$ cat src/rtl/stream_pkt_addr_gen.sv
// stream_pkt_addr_gen: passes an AXI-Stream packet flow to a datamover and issues each
// packet's ring-buffer destination address ahead of its data.
module stream_pkt_addr_gen #(
    parameter int DATA_WIDTH    = 32,
    parameter int ADDR_WIDTH    = 32,
    parameter int MAX_PKT_BEATS = 256
) (
    input  logic                    clk,
    input  logic                    rst,
    input  logic                    cfg_enable,
    input  logic [ADDR_WIDTH-1:0]   cfg_base,
    input  logic [ADDR_WIDTH-1:0]   cfg_size,
    input  logic [DATA_WIDTH-1:0]   s_tdata,
    input  logic [DATA_WIDTH/8-1:0] s_tkeep,
    input  logic                    s_tlast,
    input  logic                    s_tvalid,
    output logic                    s_tready,
    output logic [DATA_WIDTH-1:0]   m_tdata,
    output logic [DATA_WIDTH/8-1:0] m_tkeep,
    output logic                    m_tlast,
    output logic                    m_tvalid,
    input  logic                    m_tready,
    output logic [ADDR_WIDTH-1:0]   addr_tdata,
    output logic                    addr_tvalid,
    input  logic                    addr_tready,
    output logic [31:0]             pkt_count,
    output logic [ADDR_WIDTH-1:0]   last_pkt_bytes,
    output logic                    err_oversize,
    output logic                    busy
);
    localparam int BYTES = DATA_WIDTH / 8;
    localparam int BW = $clog2(MAX_PKT_BEATS + 1);
    localparam logic [ADDR_WIDTH:0] MAX_PKT_BYTES = (ADDR_WIDTH+1)'(MAX_PKT_BEATS * BYTES);

    typedef enum logic [1:0] {IDLE, ISSUE, PASS, ADVANCE} state_t;

    state_t                state_q, state_d;
    logic [ADDR_WIDTH-1:0] base_q, base_d, size_q, size_d, wr_ptr_q, wr_ptr_d;
    logic [ADDR_WIDTH-1:0] bytes_q, bytes_d, last_bytes_q, last_bytes_d;
    logic [BW-1:0]         beats_q, beats_d;
    logic [31:0]           pkt_count_q, pkt_count_d;
    logic                  err_q, err_d;
    logic [ADDR_WIDTH:0]   next_ptr, ring_end;
    logic                  beat, wrap;

    assign m_tdata        = s_tdata;
    assign m_tkeep        = s_tkeep;
    assign m_tlast        = s_tlast;
    assign m_tvalid       = (state_q == PASS) && s_tvalid;
    assign s_tready       = (state_q == PASS) && m_tready;
    assign addr_tvalid    = state_q == ISSUE;
    assign addr_tdata     = wr_ptr_q;
    assign busy           = state_q != IDLE;
    assign pkt_count      = pkt_count_q;
    assign last_pkt_bytes = last_bytes_q;
    assign err_oversize   = err_q;
    assign beat           = m_tvalid && m_tready;

    // One bit of headroom so the end-of-ring compare cannot overflow.
    assign next_ptr = {1'b0, wr_ptr_q} + (ADDR_WIDTH+1)'(beats_q) * (ADDR_WIDTH+1)'(BYTES);
    assign ring_end = {1'b0, base_q} + {1'b0, size_q};
    assign wrap     = next_ptr + MAX_PKT_BYTES > ring_end;

    always_comb begin
        state_d      = state_q;
        base_d       = base_q;
        size_d       = size_q;
        wr_ptr_d     = wr_ptr_q;
        bytes_d      = bytes_q;
        beats_d      = beats_q;
        last_bytes_d = last_bytes_q;
        pkt_count_d  = pkt_count_q;
        err_d        = err_q;
        case (state_q)
            IDLE: if (cfg_enable) begin
                base_d   = cfg_base;
                size_d   = cfg_size;
                wr_ptr_d = cfg_base;
                state_d  = ISSUE;
            end
            ISSUE: state_d = addr_tready ? PASS : ISSUE;
            PASS: if (beat) begin
                beats_d = (beats_q == BW'(MAX_PKT_BEATS)) ? beats_q : beats_q + 1'b1;
                bytes_d = bytes_q + ADDR_WIDTH'($countones(s_tkeep));
                err_d   = err_q || (!s_tlast && beats_q == BW'(MAX_PKT_BEATS - 1));
                state_d = s_tlast ? ADVANCE : PASS;
            end
            ADVANCE: begin
                wr_ptr_d     = wrap ? base_q : next_ptr[ADDR_WIDTH-1:0];
                pkt_count_d  = pkt_count_q + 1'b1;
                last_bytes_d = bytes_q;
                beats_d      = '0;
                bytes_d      = '0;
                state_d      = cfg_enable ? ISSUE : IDLE;
            end
            default: state_d = IDLE;
        endcase
    end

    always_ff @(posedge clk or posedge rst) begin
        if (rst) begin
            state_q      <= IDLE;
            base_q       <= '0;
            size_q       <= '0;
            wr_ptr_q     <= '0;
            bytes_q      <= '0;
            beats_q      <= '0;
            last_bytes_q <= '0;
            pkt_count_q  <= '0;
            err_q        <= 1'b0;
        end else begin
            state_q      <= state_d;
            base_q       <= base_d;
            size_q       <= size_d;
            wr_ptr_q     <= wr_ptr_d;
            bytes_q      <= bytes_d;
            beats_q      <= beats_d;
            last_bytes_q <= last_bytes_d;
            pkt_count_q  <= pkt_count_d;
            err_q        <= err_d;
        end
    end
endmodule
$ cat config.mk
export PLATFORM = sky130hd
export DESIGN_NAME = stream_pkt_addr_gen
export DESIGN_NICKNAME = d
export VERILOG_FILES = /design/src/rtl/stream_pkt_addr_gen.sv
export SDC_FILE = /design/constraint.sdc
export NUM_CORES = 1
export LEC_CHECK = 0
export BUFFER_PORTS_ARGS = -buffer_cell sky130_fd_sc_hd__buf_2
export CAP_MARGIN = 20
export CORE_MARGIN = 2
export CORE_UTILIZATION = 42
export DETAILED_ROUTE_END_ITERATION = 6
export GPL_ROUTABILITY_DRIVEN = 0
export PLACE_DENSITY_LB_ADDON = 0.05
export SYNTH_ARGS = -nofsm -noshare
export SYNTH_HDL_FRONTEND = slang
export SYNTH_SLANG_ARGS = --single-unit
$ cat constraint.sdc
create_clock -name clk -period 6.35 [get_ports clk]
set_input_delay 0 -clock clk [delete_from_list [all_inputs] [get_ports clk]]
set_output_delay 0 -clock clk [all_outputs]
set_load 0.05 [all_outputs]
After elaboration in Yosys (flattened, before gate mapping)
Index checks and enable logic that the tools add are counted.
{"block": "totals", "register_bits": 204, "latch_bits": 0, "mem_bits_rw": 0, "rom_bits": 0, "output_inout_bits": 138, "mem_count": 0}
{"block": "classes", "addsub": 9, "multipliers": 0, "n_div": 0, "magnitude_cmp": 1, "n_eq_ne": 8, "shift": 0, "muxes": 14, "n_bitwise": 0, "reduce_logical": 16}
{"cell": "case mux 32 bit (2 select lines)", "n": 2}
{"cell": "two-way mux 32 bit", "n": 3}
{"cell": "adder 32 x 11 -> 33 bit", "n": 1}
{"cell": "adder 32 x 32 -> 33 bit", "n": 1}
{"cell": "adder 33 x 11 -> 33 bit, second input constant", "n": 1}
{"cell": "> comparator 33 bit", "n": 1}
{"cell": "adder 32 x 1 -> 32 bit, second input constant", "n": 1}
{"cell": "adder 32 x 3 -> 32 bit", "n": 1}
{"cell": "two-way mux 9 bit", "n": 2}
{"cell": "case mux 9 bit (2 select lines)", "n": 1}
{"cell": "AND reduction 2 bit", "n": 5}
{"cell": "adder 9 x 1 -> 9 bit, second input constant", "n": 1}
{"cell": "== test 9 x 8 -> 1 bit, second input constant", "n": 1}
{"cell": "== test 9 bit, second input constant", "n": 1}
{"cell": "case mux 2 bit (4 select lines)", "n": 1}
{"cell": "two-way mux 2 bit", "n": 3}
{"cell": "inequality test 2 bit, second input constant", "n": 3}
{"cell": "nonzero test 2 bit", "n": 3}
{"cell": "adder 1 x 1 -> 2 bit", "n": 2}
{"cell": "== test 2 bit, second input constant", "n": 2}
{"cell": "logical AND 1 bit", "n": 4}
{"cell": "adder 2 x 2 -> 3 bit", "n": 1}
{"cell": "AND reduction 3 bit", "n": 1}
{"cell": "== test 2 x 1 -> 1 bit, second input constant", "n": 1}
{"cell": "4 further kinds", "n": 5}

Logic depth before layout (Yosys ltp)
{"block": "logic_depth", "ltp_word": 5, "ltp_mapped": 24}

Least setup slack after synthesis
OpenSTA, ideal clock, no wires.
{"block": "synth_path", "kind": "reg2reg", "from": "register wr_ptr_q[2] (netlist: addr_tdata[2])", "to": "register wr_ptr_q[2] (netlist: addr_tdata[2])", "setup_ns": 0.137, "t_arrival_ns": 5.279, "path_slack_ns": 0.934, "stages_incl_launch_ff": 23, "path_buffers": 3, "period_less_slack_ns": 5.416, "cell_sequence": "dfrtp_1 > ha_1 > inv_1 > fa_1 > nand2b_1 > a21o_1 > a211oi_2 > o211ai_1 > xnor2_1 > nand4_1 > and2b_1 > buf_4 > nand4_1 > xnor2_1 > ha_1 > nand4_1 > nor4_1 > a211oi_1 > a21oi_1 > buf_1 > clkbuf_1 > mux2i_1 > a21oi_1"}
{"block": "synth_via", "elab_chain_cells": 5}
{"item": "start: declaration", "line": "38", "source": "logic [ADDR_WIDTH-1:0] base_q, base_d, size_q, size_d, wr_ptr_q, wr_ptr_d;"}
{"item": "start signal: assignment", "line": "115", "source": "wr_ptr_q <= wr_ptr_d;"}
{"item": "adder 32 x 11 -> 33 bit *", "line": "60", "source": "assign next_ptr = {1'b0, wr_ptr_q} + (ADDR_WIDTH+1)'(beats_q) * (ADDR_WIDTH+1)'(BYTES);"}
{"item": "adder 33 x 11 -> 33 bit", "line": "62", "source": "assign wrap = next_ptr + MAX_PKT_BYTES > ring_end;"}
{"item": "> comparator 33 bit", "line": "62"}
{"item": "two-way mux 32 bit *", "line": "89", "source": "wr_ptr_d = wrap ? base_q : next_ptr[ADDR_WIDTH-1:0];"}
{"item": "case mux 32 bit (2 select lines) *", "line": "74", "source": "case (state_q)"}
Mark *: on every way between the ends. The rest lies on a longest branch, timed or not.
A chain may end at the register's enable or synchronous reset.

Worst setup path in the final report
{"block": "layout_path", "from": "register beats_q[0]", "to": "register wr_ptr_q[0] (netlist: addr_tdata[0])"}
{"block": "layout_via", "elab_chain_cells": 5}
{"item": "start: declaration", "line": "40", "source": "logic [BW-1:0] beats_q, beats_d;"}
{"item": "start signal: assignment", "line": "117", "source": "beats_q <= beats_d;"}
{"item": "adder 32 x 11 -> 33 bit", "line": "60"}
{"item": "adder 33 x 11 -> 33 bit", "line": "62"}
{"item": "> comparator 33 bit", "line": "62"}
{"item": "two-way mux 32 bit", "line": "89"}
{"item": "case mux 32 bit (2 select lines)", "line": "74"}
Every way passes these cells.

==> results.py <==
metrics = {
    "worst_setup_path": {
        "path_delay_family": "compound AO/OA/AOI/OAI gates",
        "slowest_delay_ns": 0.46,
        "cp-end-kind": "register",
        "cp.arrival_ns": 6.06,
        "crit_slowest_cell": "dfrtp_1",
        "required_ns": 6.77,
        "cpMostUsedCell": "a21o_1",
        "cp-start-kind": "register",
        "critPathMaxFanout": 14,
        "worstPathCellList": "ha_1 -> inv_1 -> fa_1 -> nand2b_1 -> a21o_1 -> a211oi_2 -> o211ai_1 -> xnor2_1 -> nand4_1 -> nor2_2 -> nand4_1 -> xnor2_1 -> ha_1 -> a21o_1 -> a21o_1 -> a21oi_1 -> o21ai_0 -> a211oi_1 -> a21oi_4 -> buf_4 -> and2_1 -> o311ai_0",
        "setup.worst_path.class": "register to register",
        "crit_buf_inv": 2,
    },
    "synth": {
        "syn_inst": 1430,
        "synth_nets": 1622,
        "synth_async_sr_flop_share": 1.00,
        "synth_cell_types": 75,
        "synth_top_cell_area_share": 0.404,
        "netlist_top_cells_count": "nand2_1, dfrtp_1, xnor2_1",
        "ys_warn_count": 0,
        "ys_seq_elements": 204,
        "synth.most_common_cell": "nand2_1",
        "ys.flop_type": "dfrtp_1",
        "ys_seq_area_frac": 0.404,
        "netlist_area_um2": 12600,
        "synth_area_per_cell_um2": 8.83,
        "synth-edff-count": 0,
        "yosys-top-cells-area": "dfrtp_1, nand2_1, ha_1",
        "yosysTopAreaCell": "dfrtp_1",
    },
    "floorplan": {
        "die_height_um": 177,
        "die-area_um2": 31500,
        "die_w_um": 177,
        "core-area_um2": 29600,
        "rows": 63,
        "floorplan.initialDensity": 0.426,
        "io-pin-count": 245,
    },
    "global_routing": {
        "grt_pass1_vias": 10300,
        "grt_usage": 0.215,
        "grt_max_degree": 92,
        "grt_pass1_wl_um": 54700,
        "grt_overflow": 0,
        "antenna_found_initial": 0,
    },
    "timing": {
        "fmax_mhz": 177,
        "setup_tns_ns": 0,
        "holdWs_ns": 0.0000193,
        "skew_ns": 0.0199,
        "tightest_slew_ns": 1.01,
        "hold_violations": 0,
        "setup_ws_ns": 0.709,
        "setup_viol": 0,
        "finalCritPeriodShare": 0.888,
        "drv_slew": 0,
        "maxSlewHeadroom": 0.324,
        "min_period_ns": 5.64,
        "rsz0062_at_grt": "false",
    },
    "power": {
        "ir_drop_mv": 0.471,
        "p_per_area_nw_per_um2": 546,
        "p_total_w": 0.00829,
        "p_leak_nw": 7.58,
    },
    "outcome": {
        "status": "finished, final reports clean",
    },
    "detailed_routing": {
        "routed_via_density": 5.18,
        "routed_wl_um": 33800,
        "ant_nets": 0,
        "route.detailed.drc": 0,
        "wl_per_cell_um": 16.5,
        "num_vias": 10600,
        "first_pass_iters": 5,
        "drt_iter0_markers": 528,
    },
    "clock_tree": {
        "cts_root_buf": "clkbuf_16",
        "path_clk_slew_ns": 0.06,
        "cts-htree-levels": 1,
        "cts_tree": "yes",
        "cts_max_path_buffers": 3,
        "cts.sinks": 204,
        "worstSkewPairLatency_ns": 0.54,
        "cts_buffers": 25,
    },
    "finish": {
        "area_growth_pct": 20.2,
        "fillCellCount": 2930,
        "final_nets": 1826,
        "antenna_cells": 0,
        "drive_above_1_share": 0.158,
    },
    "place": {
        "pre_cts_slack_ns": 0.764,
        "port_buffers": 180,
        "dp_hpwl_um": 23600,
    },
    "min_path": {
        "hold_path_class": "input port to output port",
    },
    "run": {
        "max-cap-violations": 0,
    },
}
final timing paths:
kind                              startpoint           endpoint  slack [ns]  cells after the start
min reg2reg                last_pkt_bytes[9]  last_pkt_bytes[9]        0.46                      2
min in group asynchronous                rst      pkt_count[29]        0.11                      3
max reg2reg                       beats_q[0]      addr_tdata[0]        0.71                     22
min                              s_tdata[16]        m_tdata[16]     0.00002                      0
max in group asynchronous                rst      pkt_count[19]        4.98                      4
max                               beats_q[0]      addr_tdata[0]        0.71                     22
worst register-to-register path: stages (launching register included):
cell and delay, ns:
dfrtp_1 0.46, ha_1 0.24, inv_1 0.06, fa_1 0.39, nand2b_1 0.18, a21o_1 0.23, a211oi_2 0.46, o211ai_1 0.16
xnor2_1 0.43, nand4_1 0.19, nor2_2 0.34, nand4_1 0.17, xnor2_1 0.17, ha_1 0.32, a21o_1 0.18, a21o_1 0.16
a21oi_1 0.13, o21ai_0 0.11, a211oi_1 0.35, a21oi_4 0.10, buf_4 0.22, and2_1 0.22, o311ai_0 0.27
metrics by stage:
step / instance area (µm²) / utilization / std cells
floorplan: 12600 / - / 1430
global placement: 13700 / 0.461 / 1925
detailed placement: 13700 / 0.461 / 1925
CTS: 15200 / 0.512 / 2043
global route: 15200 / 0.512 / 2043
finish: 15200 / 0.512 / 2043
registers in the layout, indices dropped and copies added (netlist names), named ones only:
register        flops
addr_tdata         32
state_q             1
err_oversize        1
pkt_count          32
beats_q             9
bytes_q            32
last_pkt_bytes     32
base_q             32
size_q             32
layer usage:
metal	GRT usage	part of all wire	vias to the layer above	routed length [µm]
met5	0	0	-	0
met4	0.0492	0.017	0	579
met3	0.0278	0.041	44	1380
met2	0.332	0.44	213	14900
met1	0.321	0.50	5035	16900
li1	-	-	5281	-
cells in the final DEF (no fill, tap or decap), types with 6 or more instances in the layout:
| cell | Yosys | layout |
|---|---|---|
| a21oi_1 | 63 | 62 |
| and3_1 | 14 | 14 |
| nor3_1 | 12 | 12 |
| dlygate4sd3_1 | 0 | 72 |
| inv_1 | 36 | 35 |
| clkbuf_16 | 0 | 25 |
| dfrtp_1 | 204 | 204 |
| o211ai_1 | 8 | 8 |
| nor2_1 | 79 | 78 |
| nand3_1 | 36 | 36 |
| o21ai_0 | 49 | 49 |
| a21o_1 | 28 | 28 |
| clkbuf_8 | 0 | 9 |
| and2_1 | 11 | 10 |
| buf_4 | 40 | 9 |
| nand4_1 | 43 | 43 |
| a211oi_1 | 7 | 7 |
| a22oi_1 | 24 | 24 |
| o21a_1 | 6 | 6 |
| ha_1 | 80 | 80 |
| buf_2 | 1 | 180 |
| nand2b_1 | 9 | 9 |
| xnor2_1 | 81 | 81 |
| o21bai_1 | 8 | 8 |
| nand2_1 | 369 | 368 |
| mux2i_1 | 28 | 28 |
| nor4_1 | 7 | 7 |
| xor2_1 | 56 | 56 |
| and4_1 | 9 | 9 |
kinds of logic (layout without fill, tap and decap cells):
logic type	after synthesis	after routing	share of synthesized area
simple gates	622	622	0.221
compound gates	232	232	0.121
fa+ha+maj	85	85	0.0872
buf+inv	121	344	0.0479
xor+xnor	138	138	0.0963
flops	204	204	0.404
mux	28	28	0.0222
report_power, final:
group          internal (W)  switching, W
registers           0.00166      0.000392
logic               0.00183       0.00299
clock network      0.000830      0.000584
total               0.00432       0.00397
what timing repair did:
| action | CTS | global route |
|---|---|---|
| buffers inserted | 0 | 0 |
| endpoints found under the hold margin | 178 | 0 |
| gates resized for setup | 0 | 0 |
| hold buffers | 72 | 0 |
cell type report:
type / count / area (µm²) / area share
sequential: 204 / 5100 / 0.336
timing repair buffer: 261 / 1690 / 0.111
tap: 390 / 488 / 0.0321
multi-input combinational: 1105 / 6940 / 0.457
clock inverter: 7 / 47.5 / 0.00313
inverter: 37 / 146 / 0.00964
clock buffer: 39 / 768 / 0.0506
(Power assumes the default switching activity.)
